===== src/rtl/mem_pkg.sv =====
// rtl/mem_pkg.sv - shared widths, phase and requester encodings for mem_arbiter
//
// Contents:
//   MEM_ADDR_W / MEM_DATA_W  default memory address and byte widths
//   phase_e                  LOAD (boot loader owns memory) / RUN (CPU + video)
//   req_id_e                 identifies which requester owns the memory port
package mem_pkg;

  localparam int MEM_ADDR_W = 12;
  localparam int MEM_DATA_W = 8;

  typedef enum logic {
    LOAD = 1'b0,
    RUN  = 1'b1
  } phase_e;

  typedef enum logic [1:0] {
    REQ_NONE = 2'd0,
    REQ_LD   = 2'd1,
    REQ_CPU  = 2'd2,
    REQ_VID  = 2'd3
  } req_id_e;

endpackage


===== src/rtl/mem_arbiter_if.sv =====
// rtl/mem_arbiter_if.sv - port bundle between the arbiter and its single-port memory
//
// Signals:
//   mem_addr   byte address presented to the memory
//   mem_we     write strobe, one cycle per accepted write
//   mem_wdata  write byte
//   mem_rdata  read byte, valid one cycle after the address was presented
// Modports:
//   master  arbiter side (drives address/control, samples read data)
//   slave   memory side
interface mem_arbiter_if
  import mem_pkg::*;
#(
  parameter int ADDR_W = MEM_ADDR_W,
  parameter int DATA_W = MEM_DATA_W
) ();

  logic [ADDR_W-1:0] mem_addr;
  logic              mem_we;
  logic [DATA_W-1:0] mem_wdata;
  logic [DATA_W-1:0] mem_rdata;

  modport master (
    output mem_addr,
    output mem_we,
    output mem_wdata,
    input  mem_rdata
  );

  modport slave (
    input  mem_addr,
    input  mem_we,
    input  mem_wdata,
    output mem_rdata
  );

endinterface


===== src/rtl/arb2.sv =====
// rtl/arb2.sv - two-way CPU/video chooser used by mem_arbiter in RUN phase
//
// Ports:
//   clk, rst_n        clock, asynchronous active-low reset
//   req_cpu, req_vid  requests, already qualified by the caller's phase
//   cpu_lock          CPU asks to keep the port for the next byte of an opcode
//   gnt_cpu, gnt_vid  combinational, one-hot-or-zero grants
//
// Build option MEM_ARB_RR_EN: round-robin on conflicts (pointer starts
// CPU-favoured). Without it, fixed priority CPU over video and no state.
module arb2 (
  input  logic clk,
  input  logic rst_n,
  input  logic req_cpu,
  input  logic req_vid,
  input  logic cpu_lock,
  output logic gnt_cpu,
  output logic gnt_vid
);

`ifdef MEM_ARB_RR_EN

  logic vid_turn_q, vid_turn_d;  // 1: video wins the next conflict
  logic cpu_last_q, cpu_last_d;  // CPU owned the port last cycle
  logic conflict;
  logic lock_hold;

  always_comb begin
    conflict   = req_cpu & req_vid;
    // A locked fetch keeps the port only if the CPU already owns it, so the
    // lock cannot be used to jump ahead of video on the first byte.
    lock_hold  = cpu_lock & req_cpu & cpu_last_q;
    gnt_cpu    = req_cpu & (~req_vid | lock_hold | ~vid_turn_q);
    gnt_vid    = req_vid & ~gnt_cpu;
    // Uncontested grants leave the pointer alone; a locked conflict grant
    // counts as a CPU win so video is next once the lock drops.
    vid_turn_d = conflict ? gnt_cpu : vid_turn_q;
    cpu_last_d = gnt_cpu;
  end

  always_ff @(posedge clk or negedge rst_n) begin
    if (!rst_n) begin
      vid_turn_q <= 1'b0;
      cpu_last_q <= 1'b0;
    end else begin
      vid_turn_q <= vid_turn_d;
      cpu_last_q <= cpu_last_d;
    end
  end

`else

  // Fixed priority already keeps the CPU through a locked fetch, so the
  // lock and the clock are not needed here.
  logic unused_fixed;
  assign unused_fixed = &{1'b0, clk, rst_n, cpu_lock};

  always_comb begin
    gnt_cpu = req_cpu;
    gnt_vid = req_vid & ~req_cpu;
  end

`endif

endmodule


===== src/rtl/mem_arbiter.sv =====
// rtl/mem_arbiter.sv - boot-loader / CPU / video arbiter for one single-port memory
//
// Ports:
//   clk, rst_n                      clock, asynchronous active-low reset
//   load_done                       pulse ending the boot-load phase
//   ld_req/ld_addr/ld_wdata         loader writes (LOAD phase only)
//   cpu_req/cpu_we/cpu_lock/
//   cpu_addr/cpu_wdata              CPU reads/writes (RUN phase)
//   vid_req/vid_addr                video reads (RUN phase)
//   ld_gnt/cpu_gnt/vid_gnt          request accepted this cycle (combinational)
//   cpu_rvalid/vid_rvalid           read data for that requester on rdata
//   rdata                           shared read data (memory output)
//   phase                           0 = LOAD, 1 = RUN
//   mem                             memory port bundle (master side)
//
// Build option MEM_ARB_RR_EN selects round-robin CPU/video arbitration
// (see arb2); default is fixed priority CPU over video.
module mem_arbiter
  import mem_pkg::*;
#(
  parameter int ADDR_W = MEM_ADDR_W,
  parameter int DATA_W = MEM_DATA_W
) (
  input  logic              clk,
  input  logic              rst_n,
  input  logic              load_done,
  input  logic              ld_req,
  input  logic [ADDR_W-1:0] ld_addr,
  input  logic [DATA_W-1:0] ld_wdata,
  input  logic              cpu_req,
  input  logic              cpu_we,
  input  logic              cpu_lock,
  input  logic [ADDR_W-1:0] cpu_addr,
  input  logic [DATA_W-1:0] cpu_wdata,
  input  logic              vid_req,
  input  logic [ADDR_W-1:0] vid_addr,
  output logic              ld_gnt,
  output logic              cpu_gnt,
  output logic              vid_gnt,
  output logic              cpu_rvalid,
  output logic              vid_rvalid,
  output logic [DATA_W-1:0] rdata,
  output logic              phase,
  mem_arbiter_if.master     mem
);

  localparam logic [0:0] ST_LOAD = LOAD;
  localparam logic [0:0] ST_RUN  = RUN;

  logic [0:0]        state_q, state_d;
  logic              cpu_rvalid_q, cpu_rvalid_d;
  logic              vid_rvalid_q, vid_rvalid_d;
  logic [ADDR_W-1:0] addr_q, addr_d;
  logic [DATA_W-1:0] wdata_q, wdata_d;
  logic              mem_we_c;

  logic              in_load;
  logic              in_run;
  logic              arb_cpu_req;
  logic              arb_vid_req;
  logic              arb_cpu_gnt;
  logic              arb_vid_gnt;
  req_id_e           winner;

  // Grants are combinational, so they are also qualified by rst_n: nothing
  // may be accepted while reset is held, whatever the requesters drive.
  assign in_load     = rst_n & (state_q == ST_LOAD);
  assign in_run      = rst_n & (state_q == ST_RUN);
  assign arb_cpu_req = cpu_req & in_run;
  assign arb_vid_req = vid_req & in_run;

  arb2 u_arb2 (
    .clk      (clk),
    .rst_n    (rst_n),
    .req_cpu  (arb_cpu_req),
    .req_vid  (arb_vid_req),
    .cpu_lock (cpu_lock),
    .gnt_cpu  (arb_cpu_gnt),
    .gnt_vid  (arb_vid_gnt)
  );

  always_comb begin
    winner = REQ_NONE;
    if (in_load && ld_req) begin
      winner = REQ_LD;
    end else if (arb_cpu_gnt) begin
      winner = REQ_CPU;
    end else if (arb_vid_gnt) begin
      winner = REQ_VID;
    end
  end

  // Memory port follows the winner in the same cycle; with no winner the
  // address and write data hold their last driven values.
  always_comb begin
    ld_gnt   = (winner == REQ_LD);
    cpu_gnt  = (winner == REQ_CPU);
    vid_gnt  = (winner == REQ_VID);
    mem_we_c = 1'b0;
    addr_d   = addr_q;
    wdata_d  = wdata_q;
    case (winner)
      REQ_LD: begin
        addr_d   = ld_addr;
        wdata_d  = ld_wdata;
        mem_we_c = 1'b1;
      end
      REQ_CPU: begin
        addr_d   = cpu_addr;
        wdata_d  = cpu_wdata;
        mem_we_c = cpu_we;
      end
      REQ_VID: begin
        addr_d   = vid_addr;
      end
      default: begin
      end
    endcase
  end

  // The memory has one cycle of read latency, so rvalid is the read grant
  // delayed by one cycle.
  always_comb begin
    cpu_rvalid_d = cpu_gnt & ~cpu_we;
    vid_rvalid_d = vid_gnt;
  end

  // LOAD -> RUN on load_done; a loader write in that same cycle has already
  // been granted above while still in LOAD. RUN is left only through reset.
  always_comb begin
    state_d = state_q;
    if ((state_q == ST_LOAD) && load_done) begin
      state_d = ST_RUN;
    end
  end

  always_ff @(posedge clk or negedge rst_n) begin
    if (!rst_n) begin
      state_q      <= ST_LOAD;
      cpu_rvalid_q <= 1'b0;
      vid_rvalid_q <= 1'b0;
      addr_q       <= '0;
      wdata_q      <= '0;
    end else begin
      state_q      <= state_d;
      cpu_rvalid_q <= cpu_rvalid_d;
      vid_rvalid_q <= vid_rvalid_d;
      addr_q       <= addr_d;
      wdata_q      <= wdata_d;
    end
  end

  assign mem.mem_addr  = addr_d;
  assign mem.mem_we    = mem_we_c;
  assign mem.mem_wdata = wdata_d;

  assign rdata      = mem.mem_rdata;
  assign cpu_rvalid = cpu_rvalid_q;
  assign vid_rvalid = vid_rvalid_q;
  assign phase      = state_q[0];

endmodule


===== src/flat_wrapper.sv =====
// flat-port wrapper written by rule: the top's interface ports become plain ports
module mem_arbiter_flat import mem_pkg::*;
#(
  parameter int ADDR_W = MEM_ADDR_W,
  parameter int DATA_W = MEM_DATA_W
)
  (clk, rst_n, load_done, ld_req, ld_addr, ld_wdata, cpu_req, cpu_we, cpu_lock, cpu_addr, cpu_wdata, vid_req, vid_addr, ld_gnt, cpu_gnt, vid_gnt, cpu_rvalid, vid_rvalid, rdata, phase, mem_mem_addr, mem_mem_we, mem_mem_wdata, mem_mem_rdata);
  mem_arbiter_if #(.ADDR_W(ADDR_W), .DATA_W(DATA_W)) mem_i ();
  input  logic clk;
  input  logic rst_n;
  input  logic load_done;
  input  logic ld_req;
  input  logic [ADDR_W-1:0] ld_addr;
  input  logic [DATA_W-1:0] ld_wdata;
  input  logic cpu_req;
  input  logic cpu_we;
  input  logic cpu_lock;
  input  logic [ADDR_W-1:0] cpu_addr;
  input  logic [DATA_W-1:0] cpu_wdata;
  input  logic vid_req;
  input  logic [ADDR_W-1:0] vid_addr;
  output logic ld_gnt;
  output logic cpu_gnt;
  output logic vid_gnt;
  output logic cpu_rvalid;
  output logic vid_rvalid;
  output logic [DATA_W-1:0] rdata;
  output logic phase;
  output wire logic [$bits(mem_i.mem_addr)-1:0] mem_mem_addr;
  output wire logic [$bits(mem_i.mem_we)-1:0] mem_mem_we;
  output wire logic [$bits(mem_i.mem_wdata)-1:0] mem_mem_wdata;
  input wire logic [$bits(mem_i.mem_rdata)-1:0] mem_mem_rdata;
  assign mem_mem_addr = mem_i.mem_addr;
  assign mem_mem_we = mem_i.mem_we;
  assign mem_mem_wdata = mem_i.mem_wdata;
  assign mem_i.mem_rdata = mem_mem_rdata;
  mem_arbiter #(.ADDR_W(ADDR_W), .DATA_W(DATA_W)) u_core (.clk(clk), .rst_n(rst_n), .load_done(load_done), .ld_req(ld_req), .ld_addr(ld_addr), .ld_wdata(ld_wdata), .cpu_req(cpu_req), .cpu_we(cpu_we), .cpu_lock(cpu_lock), .cpu_addr(cpu_addr), .cpu_wdata(cpu_wdata), .vid_req(vid_req), .vid_addr(vid_addr), .ld_gnt(ld_gnt), .cpu_gnt(cpu_gnt), .vid_gnt(vid_gnt), .cpu_rvalid(cpu_rvalid), .vid_rvalid(vid_rvalid), .rdata(rdata), .phase(phase), .mem(mem_i));
endmodule

===== config.mk =====
export PLATFORM = sky130hd
export DESIGN_NAME = mem_arbiter_flat
export DESIGN_NICKNAME = d
export VERILOG_FILES = /design/src/rtl/mem_pkg.sv /design/src/rtl/mem_arbiter_if.sv /design/src/rtl/arb2.sv /design/src/rtl/mem_arbiter.sv /design/src/flat_wrapper.sv
export SDC_FILE = /design/constraint.sdc
export NUM_CORES = 1
export LEC_CHECK = 0
export CORE_UTILIZATION = 34
export CTS_BUF_LIST = sky130_fd_sc_hd__clkbuf_2 sky130_fd_sc_hd__clkbuf_4 sky130_fd_sc_hd__clkbuf_8
export CTS_CLUSTER_SIZE = 20
export DETAILED_ROUTE_END_ITERATION = 8
export HOLD_SLACK_MARGIN = 0.12
export PLACE_DENSITY_LB_ADDON = 0.2
export SYNTH_ARGS = -nofsm -noshare
export SYNTH_HDL_FRONTEND = slang
export SYNTH_SLANG_ARGS = --single-unit
export TNS_END_PERCENT = 5

===== constraint.sdc =====
create_clock -name clk -period 1.76 [get_ports clk]
set_input_delay 0.352 -clock clk [delete_from_list [all_inputs] [get_ports clk]]
set_output_delay 0.352 -clock clk [all_outputs]
set_load 0.02 [all_outputs]

# Word level (Yosys, flattened, before mapping)
# Index checks and enable logic that the tools add are counted.
[word_totals]
elab_cells = 25
inputBits = 68
register_bits = 23
[classes]
n_bitwise = 9
n_reduce_logical = 2
mux = 6
eq_ne = 3
[op_table]
columns = ["op", "count"]
rows = [
  ["12-bit one-hot mux with 3 select lines", 1],
  ["8-bit one-hot mux with 2 select lines", 1],
  ["1-bit AND", 6],
  ["2-bit 2-to-1 mux", 3],
  ["2-bit == test (second input constant)", 2],
  ["1-bit inverter", 3],
  ["2-bit by 1-bit == test with 1-bit output (second input constant)", 1],
  ["1-bit logical AND", 2],
  ["1-bit one-hot mux with 2 select lines", 1],
]

# Depth between registers and ports, before layout
[logic_depth]
word_depth = 9
mapped_depth = 5
depth_no_buf = 3

# By module
# A second synthesis with hierarchy kept.
[hier_totals]
cells_unflattened = 117
hier_area_um2 = 1248.7
[by_module_without_submodules]
columns = ["mod", "area_per_inst_um2", "seq_area_each_um2", "cells_per_inst", "instances"]
rows = [
  ["mem_arbiter", 1227.4, 575.6, 115, 1],
  ["arb2", 21.3, 0.0, 2, 1],
]

# Worst setup path after synthesis
# Ideal clock, no wire load.
[synth_path]
kind = "register to output"
startpoint = "register u_core.state_q, in the netlist u_core.phase"
endpoint = "output port mem_mem_addr[10]"
required_time_ps = 1408
t_arrival_ps = 1556
path_buffers = 2
path_slack_ps = -148
path_stages_with_launch = 6
cell_sequence = "dfrtp_1 buf_4 and4b_1 buf_4 nand2_1 a31oi_1"
[synth_via]
elab_chain_cells = 9
[synth_rtl]
columns = ["item", "line", "text"]
rows = [
  ["start: declaration", "mem_arbiter.sv:50", "logic [0:0] state_q, state_d;"],
  ["start signal: assignment", "mem_arbiter.sv:145", "state_q <= state_d;"],
  ["1-bit AND", "mem_arbiter.sv:68", "assign in_run = rst_n & (state_q == ST_RUN);"],
  ["1-bit AND", "mem_arbiter.sv:69", "assign arb_cpu_req = cpu_req & in_run;"],
  ["1-bit inverter", "arb2.sv:60", "gnt_vid = req_vid & ~req_cpu;"],
  ["1-bit AND", "arb2.sv:60", ""],
  ["2-bit 2-to-1 mux", "mem_arbiter.sv:88", "end else if (arb_vid_gnt) begin"],
  ["2-bit 2-to-1 mux", "mem_arbiter.sv:86", "end else if (arb_cpu_gnt) begin"],
  ["2-bit 2-to-1 mux *", "mem_arbiter.sv:84", "if (in_load && ld_req) begin"],
  ["2-bit == test *", "-", ""],
  ["named net vid_gnt", "flat_wrapper.sv:24", "output logic vid_gnt;"],
  ["12-bit one-hot mux with 3 select lines *", "mem_arbiter.sv:102", "case (winner)"],
  ["end: declaration", "flat_wrapper.sv:29", "output wire logic [$bits(mem_i.mem_addr)-1:0] mem_mem_addr;"],
]
# Mark *: on every way through the listed nets, which the timed path passes. The rest lies on a longest branch.

# Worst setup path in the final report
[layout_path]
startpoint = "register u_core.state_q, in the netlist u_core.phase"
endpoint = "output port mem_mem_addr[4]"
[layout_via]
elab_chain_cells = 9
[layout_rtl]
columns = ["item", "line"]
rows = [
  ["1-bit AND", "mem_arbiter.sv:68"],
  ["1-bit AND", "mem_arbiter.sv:69"],
  ["1-bit inverter", "arb2.sv:60"],
  ["1-bit AND", "arb2.sv:60"],
  ["2-bit 2-to-1 mux", "mem_arbiter.sv:88"],
  ["2-bit 2-to-1 mux", "mem_arbiter.sv:86"],
  ["2-bit 2-to-1 mux *", "mem_arbiter.sv:84"],
  ["2-bit == test or 2-bit by 1-bit == test with 1-bit output (tied branches)", "mem_arbiter.sv:102"],
  ["12-bit one-hot mux with 3 select lines *", "mem_arbiter.sv:102"],
]
# Every way passes the cells marked *; elsewhere a longest branch is shown, timed or not.

==> flow_summary.yaml <==
floorplanning:
  die_y_um: 64.75
  start_util_pct: 36.03
  core_area_um2: 3716
  dieArea_um2: 4193
  ioPinCount: 103
  die_x_um: 64.75
  num_rows: 22
synth:
  synth_seq_cells: 23
  ys_seq_area_share_pct: 42.99
  synthMostInstantiatedCell: "dfrtp_1"
  synth_edf_count: 0
  yosysUniqueCellTypes: 21
  synthCells: 141
  synth_top_cell_area_share_pct: 42.99
  yosys_warnings: 0
  syn_nets: 209
  syn_avg_cell_area_um2: 9.495
  synth_area_leader_cell: "dfrtp_1"
  netlist_area_um2: 1339
  synth-async-reset-ratio_pct: 100.0
  synth-main-ff-cell: "dfrtp_1"
  yosys-top-cells-count: "dfrtp_1, and3_1, and3b_1"
  synthTopCellsByArea: "dfrtp_1, and3b_1, and3_1, a31oi_1, buf_4"
place:
  gp_congestion: 0.8616
  pre_cts_slack_ns: -1.022
  port_buffers: 85
  dp.cells: 268
  place_area_um2: 2417
  hpwl_mm: 3.236
finish:
  fin_nets: 299
  syn_to_final_growth_pct: 92.43
  utilization_pct: 69.33
  drive_above_1_share_pct: 34.78
  design_area_um2: 2576
  antenna_cells: 0
  fillers: 281
  stdcell_count: 278
clock_network:
  worstSkewPairLatency_ns: 0.27
  htree_levels: 1
  cts_sinks: 23
  cts_root_buf: "clkbuf_8"
  cts_tree: "done"
  clk_pin_slew_ns: 0.08
  cts_buffers: 3
  clock_path_buffers: 2
global_route:
  grt-ovfl-total: 0
  grt_max_degree: 27
  grt_pass1_wl_mm: 6.561
  antenna_found_initial: 0
  grt_pass1_vias: 1476
  grt.total_usage_pct: 20.74
sta:
  fin_hold_ws_ns: 0.1821
  slew_headroom_pct: 79.77
  tns_ns: -5.667
  rsz0062_at_grt: "yes"
  fin_crit_ns: 2.070
  slew_viol_final: 0
  fmax_mhz: 483.0
  fin_crit_sh_pct: 117.6
  setup_viol: 21
  fin_skew_ns: 0.002891
  hold_viol_final: 0
  tightest_slew_ns: 0.3014
  fin_ws_ns: -0.3103
drt:
  vias: 1430
  post_drt_wl_per_cell_um: 15.11
  dr_wl_met3_um: 213
  wirelength_mm: 4.201
  drtPass1Iterations: 2
  ant_nets: 0
  met2WireLength_mm: 2.083
  met1Wirelength_mm: 1.813
  top_layer: "met4"
  drc: 0
  vias_per_cell: 5.144
  drt_iter0_markers: 29
pwr:
  p_leak_nw: 1.165
  p_total_mw: 1.581
  p_per_area_nw_per_um2: 613.7
  ir_worst_vdd_mv: 0.2758
setup_path:
  r2r-start: "u_core.phase"
  critPathLaunch: "u_core.phase"
  crit_path_end_kind: "output port"
  startpoint_type: "register"
  worstPathArrival_ns: 1.72
  crit_fanout: 5
  worstPathRequired_ns: 1.41
  reg2regPathDepth: 4
  criticalPathCategory: "register to output port"
  r2r_setup_slack_ns: 0.37
  reg2reg_to: "u_core.addr_q[4]"
  endpoint: "mem_mem_addr[4]"
status:
  violations: "negative setup slack"
  outcome: "complete, but fails checks"
worst_hold_path:
  hold_class: "primary input to asynchronous set/reset pin"
flow_run:
  maxCapViolCount: 0
==> cells by family after synthesis <==
kind of cell	after synthesis	synth area share [%]
and+or+nand+nor	44	21.59
DFF	23	42.99
AOI/OAI and AO/OA	54	25.42
buffers and inverters	20	9.999
==> cell usage in the layout (no fill, tap or decap), drive strengths merged <==
cell / instances
nor2: 1
o21a: 1
nor2b: 1
or3b: 1
a21o: 9
nand2: 12
or2: 1
and3b: 13
dlygate4sd3: 1
a22o: 8
dfrtp: 23
a21oi: 12
clkbuf: 5
clkinv: 1
and2: 1
and4b: 1
a31oi: 12
buf: 42
dlygate4sd2: 4
o21ai: 12
clkdlybuf4s50: 56
and3: 13
==> worst max-delay path, cell delays in order (launching register included) <==
cell and delay (ns):
dfrtp_1 0.40, or3b_4 0.39, and2_4 0.20, buf_12 0.15
a31oi_4 0.17, buf_6 0.14
==> layer usage <==
metal	up-vias	track usage [%]
li1	687	-
met1	685	24.45
met2	49	35.68
met3	9	2.993
met4	0	11.67
met5	-	0
==> flip-flops by register name, indices dropped and copies added (netlist names) <==
signal and cells:
u_core.vid_rvalid 1, u_core.wdata_q 8, u_core.cpu_rvalid 1, u_core.phase 1
u_core.addr_q 12
==> where the power goes <==
part | internal, mW | leakage [nW] | switching, mW
Combinational | 0.344 | 0.863 | 0.288
Sequential | 0.590 | 0.277 | 0.0244
Clock | 0.158 | 0.0255 | 0.175
==> area by class of cell <==
cell class              count  area (um^2)  area share [%]
multi-input cells          98        878.3           34.09
clock buffers               3        41.29           1.603
well taps                  48        60.06           2.331
flip-flops and latches     23        575.6           22.34
repair buffers            105         1016           39.44
clock inverters             1        5.005          0.1943
==> worst min-delay path by stage <==
| stage | slack (ns) | startpoint | to | depth (start not counted) |
|---|---|---|---|---|
| after floorplan | 0.06 | rst_n | u_core.addr_q[0] | 0 |
| after detailed placement | 0.46 | u_core.wdata_q[2] | u_core.wdata_q[2] | 1 |
| after CTS | 0.25 | rst_n | u_core.phase | 2 |
| final | 0.18 | rst_n | u_core.addr_q[1] | 3 |
| after global routing | 0.20 | rst_n | u_core.addr_q[1] | 3 |
| after global placement | 0.45 | u_core.wdata_q[7] | u_core.wdata_q[7] | 1 |
==> what timing repair did <==
| action | CTS | global route |
|---|---|---|
| gates resized for setup | 144 | 16 |
| endpoints found under the setup margin | 25 | 23 |
| pin swaps | 2 | 1 |
| buffers inserted | 4 | 1 |
| hold endpoints to repair | 0 | 1 |
| gates cloned | 0 | 0 |
| hold buffers | 0 | 1 |
(Power assumes the default switching activity.)
